==> src/rtl/pixel_packer_axis_pkg.sv <==
// rtl/pixel_packer_axis_pkg.sv - shared widths, state encoding and keep helper for the pixel packer
package pixel_packer_axis_pkg;

  localparam int PIX_W  = 8;
  localparam int AXIS_W = 32;
  localparam int LANES  = 4;

  localparam logic [1:0] ST_IDLE_ENC  = 2'd0;
  localparam logic [1:0] ST_PACK_ENC  = 2'd1;
  localparam logic [1:0] ST_DRAIN_ENC = 2'd2;

  typedef enum logic [1:0] {
    ST_IDLE  = ST_IDLE_ENC,
    ST_PACK  = ST_PACK_ENC,
    ST_DRAIN = ST_DRAIN_ENC
  } state_e;

  // Byte-valid mask for a word whose highest written lane is last_lane.
  function automatic logic [LANES-1:0] keep_mask(input logic [1:0] last_lane);
    case (last_lane)
      2'd0:    keep_mask = 4'b0001;
      2'd1:    keep_mask = 4'b0011;
      2'd2:    keep_mask = 4'b0111;
      default: keep_mask = 4'b1111;
    endcase
  endfunction

endpackage

==> src/rtl/pixel_packer_axis_fifo.sv <==
// rtl/pixel_packer_axis_fifo.sv - sync_fifo_fwft: first-word-fall-through FIFO with full/empty flags
module sync_fifo_fwft #(
  parameter int WIDTH = 8,
  parameter int DEPTH = 16
) (
  input  logic             clk,
  input  logic             rst_n,
  input  logic             wr_en,
  input  logic [WIDTH-1:0] wr_data,
  input  logic             rd_en,
  output logic [WIDTH-1:0] rd_data,
  output logic             full,
  output logic             empty
);

  localparam int AW = $clog2(DEPTH);

  logic [WIDTH-1:0] mem_q [DEPTH];
  logic [AW-1:0]    wr_ptr_q, rd_ptr_q;
  logic [AW:0]      count_q;
  logic             do_wr, do_rd;

  assign empty = (count_q == '0);
  assign full  = (count_q == (AW+1)'(DEPTH));
  assign do_rd = rd_en && !empty;
  // A pop in the same cycle frees the slot, so a push while full still lands.
  assign do_wr = wr_en && (!full || do_rd);

  // Head entry is presented straight from storage; forced to zero when nothing is held.
  assign rd_data = empty ? '0 : mem_q[rd_ptr_q];

  always_ff @(posedge clk) begin
    if (do_wr) mem_q[wr_ptr_q] <= wr_data;
  end

  always_ff @(posedge clk or negedge rst_n) begin
    if (!rst_n) begin
      wr_ptr_q <= '0;
      rd_ptr_q <= '0;
      count_q  <= '0;
    end else begin
      if (do_wr) wr_ptr_q <= wr_ptr_q + AW'(1);
      if (do_rd) rd_ptr_q <= rd_ptr_q + AW'(1);
      case ({do_wr, do_rd})
        2'b10:   count_q <= count_q + (AW+1)'(1);
        2'b01:   count_q <= count_q - (AW+1)'(1);
        default: count_q <= count_q;
      endcase
    end
  end

endmodule

==> src/rtl/pixel_packer_axis.sv <==
// rtl/pixel_packer_axis.sv - packs 8-bit pixels into 32-bit AXI4-Stream words with tlast/tkeep per frame
module pixel_packer_axis
  import pixel_packer_axis_pkg::*;
#(
  parameter int FIFO_DEPTH = 16,
  parameter int LEN_W      = 20
) (
  input  logic              clk,
  input  logic              rst_n,
  input  logic              i_start,
  input  logic [LEN_W-1:0]  i_frame_pix,
  input  logic [PIX_W-1:0]  i_pix,
  input  logic              i_pix_valid,
  output logic [AXIS_W-1:0] m_axis_tdata,
  output logic [LANES-1:0]  m_axis_tkeep,
  output logic              m_axis_tlast,
  output logic              m_axis_tvalid,
  input  logic              m_axis_tready,
  output logic              o_busy,
  output logic              o_done,
  output logic              o_overflow
);

  localparam int FW = AXIS_W + LANES + 1;

  state_e            state_q, state_d;
  logic [LEN_W-1:0]  len_q, len_d;
  logic [LEN_W-1:0]  cnt_q, cnt_d;
  logic [1:0]        lane_q, lane_d;
  logic [AXIS_W-1:0] asm_q, asm_d;
  logic              ovf_q, ovf_d;
  logic              done_q, done_d;

  logic [AXIS_W-1:0] word_w;
  logic              last_pix;
  logic              push;
  logic              pop;
  logic [FW-1:0]     push_word;
  logic [FW-1:0]     head_word;
  logic              fifo_full, fifo_empty;

  assign last_pix  = ((cnt_q + LEN_W'(1)) == len_q);
  assign push_word = {last_pix, keep_mask(lane_q), word_w};
  assign pop       = m_axis_tvalid && m_axis_tready;

  always_comb begin
    word_w = asm_q;
    word_w[lane_q*PIX_W +: PIX_W] = i_pix;
  end

  always_comb begin
    state_d = state_q;
    len_d   = len_q;
    cnt_d   = cnt_q;
    lane_d  = lane_q;
    asm_d   = asm_q;
    ovf_d   = ovf_q;
    done_d  = 1'b0;
    push    = 1'b0;
    case (state_q)
      ST_IDLE: begin
        if (i_start && (i_frame_pix != '0)) begin
          len_d   = i_frame_pix;
          cnt_d   = '0;
          lane_d  = '0;
          asm_d   = '0;
          ovf_d   = 1'b0;
          state_d = ST_PACK;
        end
      end
      ST_PACK: begin
        if (i_pix_valid) begin
          lane_d = lane_q + 2'd1;
          cnt_d  = cnt_q + LEN_W'(1);
          if ((lane_q == 2'd3) || last_pix) begin
            push  = 1'b1;
            asm_d = '0;
          end else begin
            asm_d = word_w;
          end
          if (last_pix) state_d = ST_DRAIN;
        end
      end
      ST_DRAIN: begin
        // An empty FIFO here means the tlast word was dropped on overflow.
        if (pop && m_axis_tlast) begin
          done_d  = 1'b1;
          state_d = ST_IDLE;
        end else if (fifo_empty) begin
          state_d = ST_IDLE;
        end
      end
      default: state_d = ST_IDLE;
    endcase
    if (push && fifo_full && !pop) ovf_d = 1'b1;
  end

  always_ff @(posedge clk or negedge rst_n) begin
    if (!rst_n) begin
      state_q <= ST_IDLE;
      len_q   <= '0;
      cnt_q   <= '0;
      lane_q  <= '0;
      asm_q   <= '0;
      ovf_q   <= 1'b0;
      done_q  <= 1'b0;
    end else begin
      state_q <= state_d;
      len_q   <= len_d;
      cnt_q   <= cnt_d;
      lane_q  <= lane_d;
      asm_q   <= asm_d;
      ovf_q   <= ovf_d;
      done_q  <= done_d;
    end
  end

  sync_fifo_fwft #(
    .WIDTH (FW),
    .DEPTH (FIFO_DEPTH)
  ) u_fifo (
    .clk     (clk),
    .rst_n   (rst_n),
    .wr_en   (push),
    .wr_data (push_word),
    .rd_en   (pop),
    .rd_data (head_word),
    .full    (fifo_full),
    .empty   (fifo_empty)
  );

  assign m_axis_tvalid = !fifo_empty;
  assign m_axis_tlast  = head_word[FW-1];
  assign m_axis_tkeep  = head_word[AXIS_W +: LANES];
  assign m_axis_tdata  = head_word[AXIS_W-1:0];
  assign o_busy        = (state_q != ST_IDLE);
  assign o_done        = done_q;
  assign o_overflow    = ovf_q;

endmodule

==> config.mk <==
export PLATFORM = sky130hd
export DESIGN_NAME = pixel_packer_axis
export DESIGN_NICKNAME = d
export VERILOG_FILES = /design/src/rtl/pixel_packer_axis_pkg.sv /design/src/rtl/pixel_packer_axis_fifo.sv /design/src/rtl/pixel_packer_axis.sv
export SDC_FILE = /design/constraint.sdc
export NUM_CORES = 1
export LEC_CHECK = 0
export BUFFER_PORTS_ARGS = -buffer_cell sky130_fd_sc_hd__buf_2
export CORE_ASPECT_RATIO = 1.4
export CORE_MARGIN = 4
export CORE_UTILIZATION = 44
export DETAILED_ROUTE_END_ITERATION = 8
export MAX_ROUTING_LAYER = met4
export SLEW_MARGIN = 20
export SYNTH_ARGS = -nofsm -noshare
export SYNTH_HDL_FRONTEND = slang
export SYNTH_HIERARCHICAL = 1
export SYNTH_SLANG_ARGS = --single-unit
==> constraint.sdc <==
create_clock -name clk -period 17.6 [get_ports clk]
set_input_delay 1.76 -clock clk [delete_from_list [all_inputs] [get_ports clk]]
set_output_delay 1.76 -clock clk [all_outputs]
set_load 0.01 [all_outputs]
* Yosys cells after proc, flatten, opt, wreduce, memory -nomap -nowiden
Memory sizes are Yosys's and may differ from the RTL's.
Cells that the tools add are included.
Widths: inputs -> output; s select.
** Operators by class
- Add/sub/neg operators :: 7
- Eq/ne operators :: 13
- Shifts and indexed selects :: 2
- Multiplexer cells :: 30
- Reductions and logical operators :: 25
** Operator list (number)
- $mux 32 :: 3
- $pmux 32 s2 :: 1
- $mux 20 :: 2
- $pmux 20 s2 :: 1
- $mux 37 :: 1
- $neg 5->34 :: 1
- $shift 8x34->32 const A :: 1
- $shiftx 8x34->32 :: 1
- $bwmux 32 :: 1
- $add 20x1->20 const B :: 1
- $eq 20x20->1 :: 1
- $reduce_bool 20->1 :: 1
- $mux 2 :: 7
- $pmux 4 s3 :: 1
- $mux 1 :: 10
- $pmux 5 s2 :: 1
- $reduce_bool 2->1 :: 5
- $add 4x1->4 const B :: 2
- $eq 2x2->1 const B :: 4
- $logic_and 1x1->1 :: 7
- $eq 2x1->1 const B :: 3
- $ne 2x2->1 const B :: 3
- $pmux 2 s3 :: 1
- $add 5x1->5 const B :: 1
- 12 further kinds :: 17
** Word-level totals
- Register bits :: 91
- Memory bits (writable) :: 592
- Input port bits :: 33
- Output and inout bits :: 41
- Logic and storage cells :: 88
- Memories kept :: 1
** Memory list
- u_fifo.mem_q :: words 16, bits a word 37, read ports 1, clocked after memory_dff 0, write ports 1, line pixel_packer_axis_fifo.sv:18 : logic [WIDTH-1:0] mem_q [DEPTH];

* Depth between registers and ports, before layout
Gate-level depths: netlist (run 1).
- Depth in word-level cells :: 10
- Mapped depth :: 18
- Depth with buffers taken out :: 16

* Hierarchy
The synthesis (run 1) kept the hierarchy.
** By module, submodules not included
- sync_fifo_fwft :: times used 1, cells an instance 1044, area an instance 23973.0 µm², seq. area each 18102.4 µm²
- pixel_packer_axis :: times used 1, cells an instance 539, area an instance 4620.7 µm², seq. area each 1951.9 µm²

* Worst setup path before layout (run 1)
OpenSTA, ideal clock, no wires.
- Kind :: input -> register
- From :: in i_pix_valid
- To :: mem u_fifo/mem_q[0][0] (netlist name) (enable)
- Setup time :: 524 ps
- Arrival :: 6470 ps
- Data required time :: 17076 ps
- Slack :: 10606 ps
- Stages :: 7
- Path buffers :: 2
- Cell sequence :: nand2_1 > nor2_1 > clkbuf_1 > clkbuf_1 > and2_1 > o21ai_4 > nor4_1
** Between the ends
- Word-level cells in the longest chain between the ends :: 5
** Ends and longest elaborated chain
- from (decl) :: line pixel_packer_axis.sv:13 : input logic i_pix_valid,
- $mux 1 :: line pixel_packer_axis.sv:72 : if (i_pix_valid) begin
- $mux 1 :: line pixel_packer_axis.sv:60 : case (state_q)
- via push :: line pixel_packer_axis.sv:36 : logic push;
- $logic_and 1x1->1 :: line pixel_packer_axis_fifo.sv:27 : assign do_wr = wr_en && (!full || do_rd);
- $mux 1 :: line pixel_packer_axis_fifo.sv:33 : if (do_wr) mem_q[wr_ptr_q] <= wr_data;
- $mux 1 (implied by the code) :: line pixel_packer_axis_fifo.sv:33
- to (decl) :: line pixel_packer_axis_fifo.sv:18
The timed path passes the listed nets, and every way through them passes these cells.

* Final worst setup path (run 1)
- From :: reg u_fifo.rd_ptr_q[2]
- To :: out m_axis_tdata[27]
** Between the ends
- Word-level cells in the longest chain between the ends :: 2
** Ends and longest elaborated chain
- from (decl) :: line pixel_packer_axis_fifo.sv:19 : logic [AW-1:0] wr_ptr_q, rd_ptr_q;
- from (signal assigned) :: line pixel_packer_axis_fifo.sv:43 : if (do_rd) rd_ptr_q <= rd_ptr_q + AW'(1);
- $mem_v2 16x37
- $mux 37 :: line pixel_packer_axis_fifo.sv:30 : assign rd_data = empty ? '0 : mem_q[rd_ptr_q];
- to (decl) :: line pixel_packer_axis.sv:14 : output logic [AXIS_W-1:0] m_axis_tdata,
No other way between the ends.

==> run summary, run 1 <==
Fin. Hold Viols: 0
clk_lat worst skew: 0.62 ns
most frequent CP cell: buf_4
vias in the first global route: 15604
min Tclk post-route: 5.959 ns
largest net degree at the start of global routing: 78
cell count of the worst hold path: 2
crit-path cells: buf_4 > buf_4 > mux4_2 > nor2b_1 > a211oi_2 > a211oi_1 > buf_2
most frequent cells in the layout: 592 x edfxtp_1, 148 x mux4_2, 121 x nand2_1, 87 x dfrtp_1, 72 x buf_2
Post-synth EDFFs: 592
placed cells: 2480
Hold Path Class: reg2reg
Crit. End Element: output pin
number of setup violations in the final report: 0
Post-synth ARST share: 13.32%
Final nets: 1753
Routed Antenna Nets: 0
post-synth top area cell: edfxtp_1
HP Start: asm_q[27]
CTS tree: yes
Setup Buffers After CTS: 0
Layout Cells excl Fill: 2596
yosys warns: 6
critical path class: reg2out
total number of vias: 14713
Synth Register Bits: 683
Critical Path Start Type: flip-flop
Vias/cell: 5.668
FF-to-FF Start: cnt_q[0]
RR Endpoint: u_fifo/mem_q[14][3]
H-Tree Depth: 2
total clock sinks: 683
Reg clk slew, reported paths: 0.07 ns
max cap viols: 0
GRT Overall Usage: 18.75%
share of the synthesized area in the top cell type: 62.17%
CP arrival: 4.20 ns
Inserted Clock Buffers: 61
worst reg-to-reg setup slack: 12.31 ns
Detailed Routing Iterations Pass 1: 5
post-CTS resize count: 0
largest cells by area after synthesis: edfxtp_1 62%, mux4_2 12%, dfrtp_1 8.0%
die footprint: 69190 µm²
Post-CTS Hold Buffers: 0
Req. time, crit path: 15.84 ns
Die X: 223.5 µm
static leakage: 10.60 nW
CP peak stage delay: 0.84 ns
worst hold endpoint: asm_q[27]
most common cell after layout, fill and taps aside: edfxtp_1
Clock Path Buffers: 3
Slew Limit Headroom: 31.54%
initial antenna violation count: 2
most used flip-flop cell after synthesis: edfxtp_1
layout cells sized above 1: 27.85%
Critical Path Slowest Stage Cell: dfrtp_4
starting density of the core: 44.39%
post-synthesis sequential area ratio: 70.14%
r2r worst-path depth: 13
core area: 64410 µm²
post-synthesis instance total: 1583
first-pass GRT wire length: 95.99 mm
Synth cell types: 71
DRC violations left: 0
final clock skew: 0.01459 ns
syn_area_per_cell: 18.06 µm²
row count: 110
Final Cycle Share: 33.86%
Total Wirelength: 62.67 mm
setup TNS: 0 ns
grt total ovfl: 0
1st-iter DRT viols: 987
gpl congestion: 0.8381
Fmax achieved: 167.8 MHz
Buffers on Ports: 73
Worst-Margin Slew: 1.027 ns
CTS root buf: clkbuf_16
synthesized cell area: 28590 µm²
crit path max fanout: 38
Final Max Tran Viols: 0
Die Ht: 309.6 µm
area growth from synthesis to layout: 11.78%
Peak VDD IR: 0.00008171 V
DP HPWL: 35.50 mm
RSZ-0062 raised after global routing: false
pwr/cell area: 148.4 nW/µm²
I/O pins: 74
status: finished, final reports clean
DR WL/cell: 24.14 µm
==> Yosys cell counts (3+ instances only) <==
cell type and instances:
edfxtp_1 592, mux4_2 148, nand2_1 121, dfrtp_1 91
o21ai_0 67, a211oi_2 53, inv_1 44, mux2i_1 42
nor2b_1 42, nor2_1 29, buf_2 27, a211oi_1 23
mux2_2 22, xnor2_1 21, clkbuf_1 20, o21ai_1 20
nand3_1 17, ha_1 16, and3_1 15, buf_6 14
buf_4 13, nor4_1 13, a21oi_1 11, a22o_1 8
o31ai_1 7, xor2_1 7, and4_1 6, buf_8 6
nor3_1 6, a31oi_1 4, and2_1 4, nand2b_1 4
nand4_1 4, nor3b_1 4, o211ai_1 4, o41ai_1 4
or3_1 4, buf_1 3, buf_12 3, clkbuf_4 3
nor4b_1 3, o31a_1 3
==> per-layer routing <==
metal	vias to the layer above	part of all wire [%]	global-route usage, %
met3	87	4.7	2.991
met2	346	53	32.98
li1	6520	-	-
met4	0	2.3	4.776
met5	-	0	-
met1	7760	40	22.87
==> registers in the layout, indices dropped and copies added, names as in the netlist <==
name,count
asm_q,32
u_fifo/wr_ptr_q,4
u_fifo/rd_ptr_q,4
cnt_q,20
o_done,1
o_overflow,1
u_fifo/mem_q,592
state_q,2
u_fifo/count_q,5
len_q,20
lane_q,2
==> metrics by stage <==
stage          hold slack, ns  worst slack [ns]  util, %  instance area [µm²]  total power [mW]
2_1_floorplan          0.4498             10.61        -                28650             3.124
3_3_place_gp           0.4631             12.18    46.50                29950             3.466
3_5_place_dp           0.4737             12.16    46.50                29950             3.485
4_1_cts                0.4881             11.49    49.57                31930             4.814
5_1_grt                0.5088             11.31    49.61                31960             4.983
6_report               0.4842             11.64    49.62                31960             4.742
==> kinds of logic (layout without fill, tap and decap cells) <==
family	count (synthesis)	count (layout)	synth area share, %
flip-flops	683	683	70.14
XOR/XNOR	28	28	0.8577
adder cells (fa/ha/maj)	18	18	0.8051
AND/OR/NAND/NOR	282	282	5.058
multiplexers	214	214	14.10
other	1	20	0.01311
AO/OA/AOI/OAI	223	223	6.170
buffers and inverters	134	288	2.862
==> worst max-delay path: cells and delay by family, from the launching register on <==
| family | cells | cell delay, ns |
|---|---|---|
| multiplexers | 1 | 0.60 |
| AO/OA/AOI/OAI | 2 | 0.31 |
| AND/OR/NAND/NOR | 1 | 0.15 |
| buffers and inverters | 3 | 1.61 |
| flip-flops | 1 | 0.84 |
==> final cells by class <==
class	instances	area, µm²
antenna	4	10.01
clock buffer	69	1578
clock inverter	43	401.6
fill	5325	32450
inverter	45	168.9
multi-input combinational	781	7875
sequential	683	20070
tap	840	1051
timing repair buffer	131	807.0
==> where the power goes <==
part / switching (mW) / internal [mW]
sequential: 0.164 / 1.92
clock: 0.578 / 0.746
combinational: 0.708 / 0.629
total: 1.45 / 3.29
==> worst max path at each step <==
stage | start | end | slack [ns]
finish | u_fifo/rd_ptr_q[2] | m_axis_tdata[27] | 11.64
global route | u_fifo/rd_ptr_q[2] | m_axis_tdata[27] | 11.31
CTS | u_fifo/rd_ptr_q[2] | m_axis_tdata[31] | 11.49
detailed placement | u_fifo/rd_ptr_q[2] | m_axis_tdata[27] | 12.16
global placement | u_fifo/rd_ptr_q[2] | m_axis_tdata[31] | 12.18
floorplan | i_pix_valid | u_fifo/mem_q[0][0] | 10.61
Note: power is estimated with default switching activity, not from simulation.
==> inputs of run 2 (changes only) <==
- clock period: 17.6 -> 5.3 ns (I/O delays scaled with it)
==> run summary, run 2 (same netlist as run 1, synthesis figures left out) <==
H-Tree Depth: 3 (+1)
DP HPWL: 36.85 mm (+3.8%)
crit path max fanout: 25 (-34%)
most frequent cells in the layout: 592 x edfxtp_1, 148 x mux4_2, 121 x nand2_1, 87 x dfrtp_1, 72 x buf_2
r2r worst-path depth: 12 (-1)
pwr/cell area: 497.9 nW/µm² (+240%)
max reg flops: 592 (unchanged)
vias in the first global route: 15408 (-1.3%)
die footprint: 69190 µm² (unchanged)
Hold Path Class: in2reg
I/O pins: 74 (unchanged)
Fin. Hold Viols: 0 (unchanged)
most common cell after layout, fill and taps aside: edfxtp_1
setup ws final: 0.6838 ns (-10.96 ns)
crit-path cells: ha_1 > nand4_4 > or3_1 > nor4b_1 > o31a_1 > o2111ai_2 > o31ai_4 > and2_1 > o21a_1 > nand3_1 > nor2_4 > buf_12
Detailed Routing Iterations Pass 1: 8 (+3)
Critical Path Start Type: flip-flop
Fmax achieved: 216.6 MHz
most flop-heavy register: u_fifo/mem_q
layout cells sized above 1: 27.75% (-0.10 points)
critical path class: reg2reg
pre-CTS WS: 0.7068 ns (-11.45 ns)
Final Cycle Share: 87.10%
worst reg-to-reg setup slack: 0.68 ns (-11.63 ns)
1st-iter DRT viols: 962 (-2.5%)
CP arrival: 4.90 ns (+0.70 ns)
Die X: 223.5 µm (unchanged)
max cap viols: 0 (unchanged)
starting density of the core: 44.39% (unchanged)
row count: 110 (unchanged)
multi-input gate area in the final layout: 7866 µm² (-0.11%)
DRC violations left: 0 (unchanged)
Post-CTS Hold Buffers: 1 (+1)
placed cells: 2484 (+0.16%)
largest net degree at the start of global routing: 84 (+7.7%)
min Tclk post-route: 4.616 ns
first-pass GRT wire length: 96.76 mm (+0.80%)
area growth from synthesis to layout: 12.83%
Final nets: 1763 (+0.57%)
clk_lat worst skew: 0.60 ns (-0.02 ns)
Final Max Tran Viols: 0 (unchanged)
Crit. End Element: flip-flop
Reg clk slew, reported paths: 0.06 ns (about the same)
CTS root buf: clkbuf_16
FF-to-FF Start: cnt_q[0]
number of setup violations in the final report: 0 (unchanged)
total number of vias: 14649 (-0.43%)
Worst-Margin Slew: 1.097 ns (+0.07047 ns)
crit path from: cnt_q[0]
CTS tree: yes
Buffers on Ports: 73 (unchanged)
final clock skew: 0.02976 ns (+0.01517 ns)
Routed Antenna Nets: 0 (unchanged)
biggest regs: u_fifo/mem_q: 592 flops, asm_q: 32 flops
grt total ovfl: 0 (unchanged)
RSZ-0062 raised after global routing: false
status: finished, final reports clean
CP peak stage delay: 0.58 ns (-0.26 ns)
Die Ht: 309.6 µm (unchanged)
Slew Limit Headroom: 26.28% (-5.3 points)
Peak VDD IR: 0.0003238 V (+300%)
RR Endpoint: u_fifo/mem_q[13][0]
DR WL/cell: 24.19 µm (+0.23%)
Layout Cells excl Fill: 2603 (+0.27%)
core area: 64410 µm² (unchanged)
Critical Path Slowest Stage Cell: nor2_4
Total Wirelength: 62.98 mm (+0.50%)
Clock Path Buffers: 3 (unchanged)
post-CTS resize count: 0 (unchanged)
GRT Overall Usage: 19.04% (+0.29 points)
static leakage: 10.71 nW (+1.0%)
Fill cells: 5291 (-0.64%)
total clock sinks: 683 (unchanged)
Vias/cell: 5.628 (-0.70%)
Req. time, crit path: 5.58 ns (-10.26 ns)
initial antenna violation count: 1 (-1)
Inserted Clock Buffers: 66 (+8.2%)
gpl congestion: 0.7927 (-5.4%)
Setup Buffers After CTS: 0 (unchanged)
critical path capture point: u_fifo/mem_q[13][0]
Seq. cell area: 20070 µm² (unchanged)
[run 2: final cells by class]
class                      count  area share (%)
clock buffer                  90           5.693
inverter                      45          0.5235
sequential                   683           62.20
clock inverter                27          0.8532
antenna                        1        0.007756
timing repair buffer         136           3.079
tap                          840           3.258
multi-input combinational    781           24.38
[run 2: stage by stage]
step / utilization, % / power [mW] / TNS, ns / hold slack [ns] / cell area, µm²
global route: 50.09 / 16.88 / 0 / 0.1750 / 32260
detailed placement: 46.79 / 11.65 / 0 / 0.4712 / 30140
CTS: 50.09 / 16.30 / 0 / 0.1476 / 32260
floorplan: - / 10.37 / -202.56 / 0.2344 / 28650
global placement: 46.78 / 11.59 / 0 / 0.4618 / 30130
finish: 50.09 / 16.06 / 0 / 0.1835 / 32260
[run 2: how the worst min path moves through the flow]
stage               cells after the start         end         from  slack, ns
floorplan                               0    asm_q[0]        rst_n       0.23
finish                                  2  state_q[0]  i_pix_valid       0.18
global placement                        2   asm_q[25]    asm_q[25]       0.46
CTS                                     2  state_q[0]  i_pix_valid       0.15
detailed placement                      2   asm_q[26]    asm_q[26]       0.47
global route                            2  state_q[0]  i_pix_valid       0.18
[run 2: critical path: cells and delay by family (launching register included)]
family	cells	cell delay, ns
flip-flops	1	0.43
buffers and inverters	1	0.28
adder cells (fa/ha/maj)	1	0.34
AO/OA/AOI/OAI	4	1.03
AND/OR/NAND/NOR	6	2.21
[run 2: metal layers]
layer / GRT usage [%] / vias up / share of wire [%]
met1: 24.53 / 7696 / 42
met4: 4.847 / 0 / 1.9
met2: 32.33 / 344 / 52
met3: 2.678 / 75 / 4.3
met5: - / - / 0
li1: - / 6534 / -
[run 2: report_power, final]
group,internal (mW),total (mW),leakage [nW],switching (mW)
Combinational,2.12,4.61,3.10,2.49
Sequential,6.37,6.83,6.58,0.460
Clock,2.68,4.62,1.03,1.94
==> inputs of run 3 (changes only) <==
- CTS_BUF_LIST: default -> sky130_fd_sc_hd__clkbuf_8 sky130_fd_sc_hd__clkbuf_16
- MAX_ROUTING_LAYER: met4 -> default
==> run summary, run 3 (same netlist as run 1, synthesis figures left out) <==
Vias/cell: 5.633 (about the same)
Worst-Margin Slew: 1.169 ns (+0.07144 ns)
total clock sinks: 683 (unchanged)
Critical Path Start Type: flip-flop
RSZ-0062 raised after global routing: false
Req. time, crit path: 5.59 ns (about the same)
pre-CTS WS: 0.7057 ns (-0.001112 ns)
Internal Pwr Total: 11.27 mW (+0.87%)
max cap viols: 0 (unchanged)
first-pass GRT wire length: 97.51 mm (+0.78%)
multi-input gate area in the final layout: 7860 µm² (about the same)
initial antenna violation count: 1 (unchanged)
r2r worst-path depth: 12 (unchanged)
crit-path cells: ha_1 > nand4_4 > or3_1 > nor4b_1 > o31a_1 > o2111ai_2 > o31ai_4 > and2_1 > o21a_1 > nand3_1 > nor2_4 > buf_12
DR WL/cell: 24.43 µm (+0.99%)
clk_lat worst skew: 0.61 ns (about the same)
Crit. End Element: flip-flop
Buffers on Ports: 73 (unchanged)
min Tclk post-route: 4.617 ns (+0.0009030 ns)
Seq. cell area: 20070 µm² (unchanged)
status: finished, final reports clean
Fill cells: 5276 (-0.28%)
row count: 110 (unchanged)
H-Tree Depth: 3 (unchanged)
largest net degree at the start of global routing: 61 (-27%)
pwr/cell area: 501.1 nW/µm² (+0.65%)
total number of vias: 14685 (+0.25%)
cell count of the worst hold path: 2 (unchanged)
diode count: 0 (-1)
post-CTS resize count: 0 (unchanged)
starting density of the core: 44.39% (unchanged)
Peak VDD IR: 0.0003814 V (+18%)
GRT Overall Usage: 18.65% (-0.39 points)
clock power share: 29.5% (+0.7 points)
Total Wirelength: 63.70 mm (+1.1%)
FF-to-FF Start: cnt_q[0]
worst reg-to-reg setup slack: 0.68 ns (about the same)
DP HPWL: 37.35 mm (+1.4%)
Comb power frac: 27.9% (-0.8 points)
layout cells sized above 1: 28.41% (+0.66 points)
most common cell after layout, fill and taps aside: edfxtp_1
biggest regs: u_fifo/mem_q: 592 flops, asm_q: 32 flops
number of setup violations in the final report: 0 (unchanged)
Fin. Hold Viols: 0 (unchanged)
Die Ht: 309.6 µm (unchanged)
Die X: 223.5 µm (unchanged)
Hold Path Class: in2reg
vias in the first global route: 15544 (+0.88%)
Critical Path Slowest Stage Cell: nor2_4
core area: 64410 µm² (unchanged)
Inserted Clock Buffers: 67 (+1.5%)
grt total ovfl: 0 (unchanged)
setup ws final: 0.6829 ns (-0.0009030 ns)
CP peak stage delay: 0.59 ns (about the same)
DRC violations left: 0 (unchanged)
most flop-heavy register: u_fifo/mem_q
CTS tree: yes
Final Cycle Share: 87.12% (about the same)
gpl congestion: 0.7804 (-1.6%)
max reg flops: 592 (unchanged)
Reg clk slew, reported paths: 0.06 ns (about the same)
Layout Cells excl Fill: 2607 (+0.15%)
area growth from synthesis to layout: 13.25%
final clock skew: 0.02694 ns (-0.002821 ns)
Final Max Tran Viols: 0 (unchanged)
most frequent cells in the layout: 592 x edfxtp_1, 148 x mux4_2, 121 x nand2_1, 87 x dfrtp_1, 72 x buf_2
switching share of power: 30.54% (+0.10 points)
die footprint: 69190 µm² (unchanged)
1st-iter DRT viols: 1059 (+10%)
I/O pins: 74 (unchanged)
RR Endpoint: u_fifo/mem_q[13][23]
Routed Antenna Nets: 0 (unchanged)
CP arrival: 4.91 ns (about the same)
Setup Buffers After CTS: 0 (unchanged)
placed cells: 2488 (+0.16%)
Detailed Routing Iterations Pass 1: 5 (-3)
switching power: 4.955 mW (+1.4%)
Final nets: 1768 (+0.28%)
crit path max fanout: 25 (unchanged)
Clock Path Buffers: 3 (unchanged)
Fmax achieved: 216.6 MHz (about the same)
Slew Limit Headroom: 21.48% (-4.8 points)
CTS root buf: clkbuf_16
static leakage: 10.82 nW (+1.0%)
critical path class: reg2reg
Seq pwr share: 42.7% (+0.2 points)
worst hold endpoint: len_q[11]
HP Start: i_frame_pix[11]
[run 3: changes by cell type in the layout (fill, tap and decap cells not counted), sizes merged]
cell      previous run  this run
bufinv               5         6
clkinvlp             1         5
clkbuf              90        76
diode                1         0
buf                135       139
inv                 48        62
clkinv              18        14
[run 3: final cells by class]
class	instances	share of cell area (%)
clock buffer	76	5.630
clock inverter	42	1.229
inverter	45	0.5216
multi-input combinational	781	24.27
sequential	683	61.98
tap	840	3.246
timing repair buffer	140	3.122
[run 3: repair_timing]
action,4_1_cts,5_1_grt
endpoints found under the setup margin,0,0
hold buffers,1,0
hold endpoints to repair,41,0
[run 3: how the worst max path moves through the flow]
stage / from / to / slack (ns)
after floorplan: cnt_q[0] / u_fifo/mem_q[0][0] / -1.37
after CTS: cnt_q[0] / u_fifo/mem_q[15][2] / 0.67
final: cnt_q[0] / u_fifo/mem_q[13][23] / 0.68
after global routing: cnt_q[0] / u_fifo/mem_q[13][23] / 0.39
after detailed placement: cnt_q[0] / u_fifo/mem_q[15][15] / 0.71
after global placement: cnt_q[0] / u_fifo/mem_q[13][15] / 0.82
[run 3: through the flow]
stage          setup TNS [ns]  instance area (µm²)  utilization (%)  total power, mW  hold slack (ns)
2_1_floorplan         -202.56                28650                -            10.37           0.2344
3_3_place_gp                0                30150            46.81            11.60           0.4631
3_5_place_dp                0                30150            46.81            11.68           0.4718
4_1_cts                     0                32380            50.27            16.49           0.1284
5_1_grt                     0                32380            50.27            17.04           0.1437
6_report                    0                32380            50.27            16.23           0.1658
[run 3: routing by layer]
layer | global-route usage (%) | part of all wire (%) | wire length, µm
met1 | 24.31 | 41 | 26110
met2 | 32.83 | 53 | 33570
met3 | 2.972 | 4.2 | 2654
met4 | 5.120 | 2.1 | 1355
met5 | 0 | 0.020 | 13
[run 3: worst max-delay path: cells and delay by family, from the launching register on]
kind	cells	cell delay, ns
DFF	1	0.44
and+or+nand+nor	6	2.19
adders and majority gates	1	0.34
buffers and inverters	1	0.27
AOI/OAI and AO/OA	4	1.02
[run 3: power by group through the flow]
stage               clock [mW]  sequential [mW]  combinational [mW]
floorplan                    0             6.60                3.77
global placement             0             7.04                4.56
detailed placement           0             7.06                4.62
CTS                       4.90             6.94                4.65
global route              5.13             6.99                4.92
finish                    4.78             6.92                4.53
